==> config.mk <==
export PLATFORM = sky130hd
export DESIGN_NAME = confirm_input_sync
export DESIGN_NICKNAME = d
export VERILOG_FILES = /design/src/rtl/confirm_input_sync.sv
export SDC_FILE = /design/constraint.sdc
export NUM_CORES = 1
export LEC_CHECK = 0
export ABC_AREA = 0
export CAP_MARGIN = 25
export CORE_ASPECT_RATIO = 1.5
export CORE_MARGIN = 3
export CORE_UTILIZATION = 30
export CTS_CLUSTER_SIZE = 12
export DETAILED_ROUTE_END_ITERATION = 12
export SYNTH_ARGS = -nofsm -noshare
export SYNTH_HDL_FRONTEND = slang
export SYNTH_SLANG_ARGS = --single-unit
==> constraint.sdc <==
create_clock -name clk -period 2.8 [get_ports clk]
set_input_delay 0.56 -clock clk [delete_from_list [all_inputs] [get_ports clk]]
set_output_delay 0.56 -clock clk [all_outputs]
set_load 0.005 [all_outputs]
==> src/rtl/confirm_input_sync.sv <==
// Confirm push-button front end: synchronises the raw button and switches, debounces
// press and release, and holds a confirm flag with a switch snapshot until the CPU acks.
module confirm_input_sync #(
    parameter int DB_CYCLES = 200000,
    parameter int CNT_W     = 18,
    parameter int SW_W      = 8
) (
    input  logic            clk,
    input  logic            rst,
    input  logic            btn_confirm_raw,
    input  logic [SW_W-1:0] sw_raw,
    input  logic [2:0]      test_sel_raw,
    input  logic            cpu_ack,
    output logic            confirm,
    output logic [2:0]      test_index,
    output logic [SW_W-1:0] sw_data,
    output logic            dropped
);

    localparam logic [CNT_W-1:0] CNT_MAX = CNT_W'(DB_CYCLES - 1);

    typedef enum logic {
        IDLE = 1'b0,
        HELD = 1'b1
    } state_t;

    logic            btn_s1, btn_s2;
    logic [SW_W-1:0] sw_s1, sw_s2;
    logic [2:0]      sel_s1, sel_s2;

    state_t          state;
    logic [CNT_W-1:0] cnt;
    logic            accept;

    // Two-flop synchronisers; nothing downstream looks at the s1 stage.
    always_ff @(posedge clk or posedge rst) begin
        if (rst) begin
            btn_s1 <= 1'b0;
            btn_s2 <= 1'b0;
            sw_s1  <= '0;
            sw_s2  <= '0;
            sel_s1 <= '0;
            sel_s2 <= '0;
        end else begin
            btn_s1 <= btn_confirm_raw;
            btn_s2 <= btn_s1;
            sw_s1  <= sw_raw;
            sw_s2  <= sw_s1;
            sel_s1 <= test_sel_raw;
            sel_s2 <= sel_s1;
        end
    end

    // A press is accepted on the DB_CYCLES-th consecutive high sample seen in IDLE.
    assign accept = (state == IDLE) && btn_s2 && (cnt == CNT_MAX);

    always_ff @(posedge clk or posedge rst) begin
        if (rst) begin
            state <= IDLE;
            cnt   <= '0;
        end else begin
            case (state)
                IDLE: begin
                    if (!btn_s2) begin
                        cnt <= '0;
                    end else if (cnt != CNT_MAX) begin
                        cnt <= cnt + CNT_W'(1);
                    end else begin
                        cnt   <= '0;
                        state <= HELD;
                    end
                end
                HELD: begin
                    if (btn_s2) begin
                        cnt <= '0;
                    end else if (cnt != CNT_MAX) begin
                        cnt <= cnt + CNT_W'(1);
                    end else begin
                        cnt   <= '0;
                        state <= IDLE;
                    end
                end
                default: begin
                    cnt   <= '0;
                    state <= IDLE;
                end
            endcase
        end
    end

    // A new press arriving with the ack replaces the consumed data rather than being dropped.
    always_ff @(posedge clk or posedge rst) begin
        if (rst) begin
            confirm    <= 1'b0;
            test_index <= '0;
            sw_data    <= '0;
            dropped    <= 1'b0;
        end else if (accept) begin
            if (!confirm || cpu_ack) begin
                confirm    <= 1'b1;
                test_index <= sel_s2;
                sw_data    <= sw_s2;
            end else begin
                dropped <= 1'b1;
            end
        end else if (cpu_ack && confirm) begin
            confirm <= 1'b0;
            dropped <= 1'b0;
        end
    end

endmodule
Word-level counts from Yosys, hierarchy flattened
Cells that the tools add are included.

Flip-flop bits (word level): 56. Input port bits: 15. Output and inout bits: 13. Word-level logic and storage cells: 41.

$add $sub $neg: 1. Equal/unequal tests: 4. Mux-type cells: 14. Bitwise gates (word level): 1. Reduce and logical (&&, ||, !) cells: 9.

Operator list (count): two-way mux 18 bit (3); one-hot mux 18 bit (2 select lines) (1); adder 18 x 1 -> 18 bit, second input constant (1); equality test 18 bit, second input constant (1); != test 18 bit, second input constant (1); two-way mux 1 bit (9); AND reduction 2 bit (3); logical AND 1 bit (3); != test 2 x 1 -> 1 bit, second input constant (1); != test 2 bit, second input constant (1); one-hot mux 1 bit (2 select lines) (1); nonzero test 2 bit (1); zero test 1 bit (1); logical OR 1 bit (1); inverter 1 bit (1).

Logic depth before layout (Yosys ltp)
Depth after elaboration: 5. Mapped depth: 7. Gate-level depth less buffers: 5.

Worst setup path after synthesis
Ideal clock, no wire load.

Kind: register to register. From: register cnt[0]. To: register (tool-made name). Data arrival time: 1849 ps. Required time: 2675 ps. Path slack: 826 ps. Stages on the path, launching flop included: 7. Clock period less this slack: 1974 ps. Cells stage by stage: dfrtp_1 > ha_1 > and4_1 > clkbuf_2 > nand2_1 > or4_4 > mux2_4.

RTL lines: start: declaration (line 32) `logic [CNT_W-1:0] cnt;`; start signal: assignment (line 67) `cnt <= cnt + CNT_W'(1);`; start signal: assignment (line 77) `cnt <= cnt + CNT_W'(1);`.

==> results.sh <==
export IMPL_layout_commonest_cell="sky130_fd_sc_hd__dfrtp_1"
export IMPL_timing_critical_path_arrival_ps=2300
export IMPL_crit_slowest_cell="sky130_fd_sc_hd__or4_4"
export IMPL_sw_frac_of_total_pct=18.4
export IMPL_final_net_count=209
export IMPL_yosys_area_share_adder_pct=0.592
export IMPL_route_detailed_wl_per_inst_um=13.3
export IMPL_synth_area_top_cells="sky130_fd_sc_hd__dfrtp_1 66%, sky130_fd_sc_hd__mux2_2 5.9%, sky130_fd_sc_hd__xor2_1 3.7%"
export IMPL_fin_skew_ps=4.21
export IMPL_routed_wirelength_mm=3.59
export IMPL_design_core_area_um2=6670
export IMPL_leakage_power_figure_nw=1.12
export IMPL_syn2layout_area_growth_pct=23.5
export IMPL_synth_top_family_by_area="simple AND/OR/NAND/NOR gates"
export IMPL_kind_of_start_point_of_the_critical_path="register"
export IMPL_drv_slew=0
export IMPL_hpwlAfterDp_mm=2.62
export IMPL_die_area_um2=8110
export IMPL_critical_path_cell_chain="ha_1 > and4_1 > nand2_1 > or4_4 > mux2_4"
export IMPL_global_route_total_overflow=0
export IMPL_peak_per_stage_delay_on_the_critical_path_ps=590
export IMPL_synth_seq_cells=56
export IMPL_share_clk_of_total_power_pct=39.8
export IMPL_timing_max_cap_violations=0
export IMPL_worst_slew_pin_transition_ps=483
export IMPL_synth_compound_area_share_pct=2.49
export IMPL_globalplace_congestion=0.805
export IMPL_number_of_cells_on_the_worst_reg_to_reg_path=5
export IMPL_fp_row_count=36
export IMPL_worstHoldPathType="register to register"
export IMPL_worst_endpoint_required_ps=2990
export IMPL_layout_common_cells="56 x sky130_fd_sc_hd__dfrtp_1, 27 x sky130_fd_sc_hd__clkdlybuf4s50_1, 16 x sky130_fd_sc_hd__nor2_1"
export IMPL_effective_utilization_at_floorplan_pct=31.7
export IMPL_detail_route_first_pass_iterations=4
export IMPL_max_clock_freq_mhz=474
export IMPL_synth_simple_gate_area_share_pct=15.7
export IMPL_synthesis_area_per_instance_um2=13.1
export IMPL_antenna_found_initial=0
export IMPL_min_delay_path_depth=0
export IMPL_combPwrFrac_pct=3.6
export IMPL_maximum_number_of_pins_on_one_net_before_global_route_repair=25
export IMPL_synth_top_cell_area_share_pct=66.3
export IMPL_run_status="finished, final reports clean"
export IMPL_min_period_over_period_pct=75.4
export IMPL_dpl_instance_area_um2=2480
export IMPL_clkSlewWorstSetupHoldPaths_ps=90
export IMPL_crit_fanout=7
export IMPL_worst_setup_path_end_kind="register"
export IMPL_rrSetupSlack_ps=690
export IMPL_port_buffers=27
export IMPL_placed_cells_incl_taps=262
export IMPL_post_cts_resize_count=0
export IMPL_diodes=0
export IMPL_ant_nets=0
export IMPL_power_per_cell_area_nw_per_um2=566
export IMPL_crit_type="register to register"
export IMPL_p_int_mw=1.21
export IMPL_cts_root_buffer="sky130_fd_sc_hd__clkbuf_8"
export IMPL_muxShareOfSynthArea_pct=6.57
export IMPL_synth_cell_area_um2=2110
export IMPL_setup_total_negative_slack_ps=0
export IMPL_sequential_share_of_the_synthesized_area_pct=66.3
export IMPL_chipWidth_um=74.5
export IMPL_syn_instance_count=161
export IMPL_worstSkewPairLatency_ps=300
export IMPL_setup_violations_final=0
export IMPL_synth_area_leader_cell="sky130_fd_sc_hd__dfrtp_1"
export IMPL_number_of_global_route_vias_before_repair=1316
export IMPL_clkSinkCount=56
export IMPL_rsz0062_at_grt="no"
export IMPL_final_layout_size_suffix_gt1_share_pct=15.0
export IMPL_post_synth_num_cell_types=32
export IMPL_net_switching_power_uw=272
export IMPL_ir_drop_mv=0.247
export IMPL_vias_per_cell=4.90
export IMPL_cts_setup_buffers=0
export IMPL_synth_net_count=177
export IMPL_dr_first_iter_drc_count=84
export IMPL_fin_area_um2=2610
export IMPL_part_of_the_total_power_dissipated_in_sequential_elements_pct=56.6
export IMPL_fin_worst_hold_slack_ps=355
export IMPL_globalRouteTotalUtil_pct=10.1
export IMPL_cts_tree="yes"
export IMPL_global_route_wire_length_before_repair_mm=6.20
export IMPL_cts_htree_levels=2
export IMPL_dieHeight_um=109
export IMPL_finalHoldViolations=0
export IMPL_slew_limit_headroom_pct=67.7
export IMPL_ctsHoldBuffers=0
export IMPL_ios=28
export IMPL_synthesis_yosys_warnings=0
export IMPL_post_layout_min_period_ps=2110
export IMPL_cts_root_to_sink_buffers=2
export IMPL_post_synth_xor_area_fraction_pct=6.22
export IMPL_count_of_non_filler_cells_in_the_finished_layout=269
export IMPL_vias=1318
export IMPL_cts_made_buffers=5
export IMPL_remaining_drc_errors=0
-- Yosys cell counts, drive strengths merged --
library cell  instances
nand2                 8
and4                  3
inv                   3
dfrtp                56
mux2                 12
nor2                 16
buf                   3
nand4                 9
nand2b                2
nor2b                 1
nor3                  2
nand4b                1
or3                   2
nand3                 5
nor4b                 2
a21oi                 3
o31ai                 1
clkbuf                3
ha                    1
xor2                  9
and3                  2
nor4                  3
a221oi                1
o21ai                 3
xnor2                 6
or4                   4
-- path summary, 6_finish.rpt --
kind / endpoint / start
max in group asynchronous: sw_s2[2] / rst
worst max register to register: register / cnt[0]
worst max-delay path: register / cnt[0]
worst min register to register: sw_s2[2] / sw_s1[2]
worst min-delay path: sw_s2[2] / sw_s1[2]
min in group asynchronous: sel_s2[2] / rst
-- routing by layer --
layer / part of all wire, % / global-route usage [%] / wire length (µm) / vias to the layer above
li1: - / - / - / 617
met1: 39 / 11.5 / 1390 / 659
met2: 54 / 16.9 / 1930 / 35
met3: 4.6 / 2.58 / 165 / 7
met4: 2.8 / 5.34 / 100 / 0
met5: 0 / 0 / 0 / -
-- area by class of cell --
| class | count | area, µm² |
|---|---|---|
| fillers | 651 | 4060 |
| clock inverters | 2 | 60.1 |
| repair buffers | 31 | 300 |
| inverters | 3 | 11.3 |
| multi-input cells | 96 | 673 |
| flip-flops and latches | 56 | 1400 |
| clock buffers | 5 | 68.8 |
| well taps | 76 | 95.1 |
-- per-stage QoR --
stage	util [%]	power, mW	setup WS, ps
after detailed placement	37.2	0.909	676
after global routing	39.2	1.54	599
after global placement	37.2	0.907	665
after floorplan	-	0.875	826
final	39.2	1.48	689
after CTS	39.2	1.51	697
-- sequential cells by signal, indices dropped and copies added (netlist names), named ones only --
register and cells:
sw_data 8, sw_s2 8, test_index 3, btn_s2 1, sel_s2 3, confirm 1, dropped 1, sw_s1 8
btn_s1 1, cnt 18, sel_s1 3
-- power groups by stage --
stage	combinational (mW)	sequential, mW	clock (mW)
final	0.0526	0.837	0.588
after global routing	0.0605	0.839	0.642
after CTS	0.0556	0.837	0.615
after detailed placement	0.0551	0.853	0
after global placement	0.0550	0.852	0
after floorplan	0.0234	0.851	0
-- logic make-up (layout without fill, tap and decap cells) --
logic type,count (synthesis),in the layout
AOI/OAI and AO/OA,8,8
adders and majority gates,1,1
and+or+nand+nor,60,60
buffers and inverters,9,41
muxes,12,12
xor gates and xnor gates,15,15
DFF,56,56
-- worst max-delay path: cells and delay by family, from the launching register on --
kind	cells	cell delay [ps]
AND/OR/NAND/NOR	3	1060
flip-flops	1	410
multiplexers	1	310
adder cells (fa/ha/maj)	1	220
Note: power is estimated with default switching activity, not from simulation.
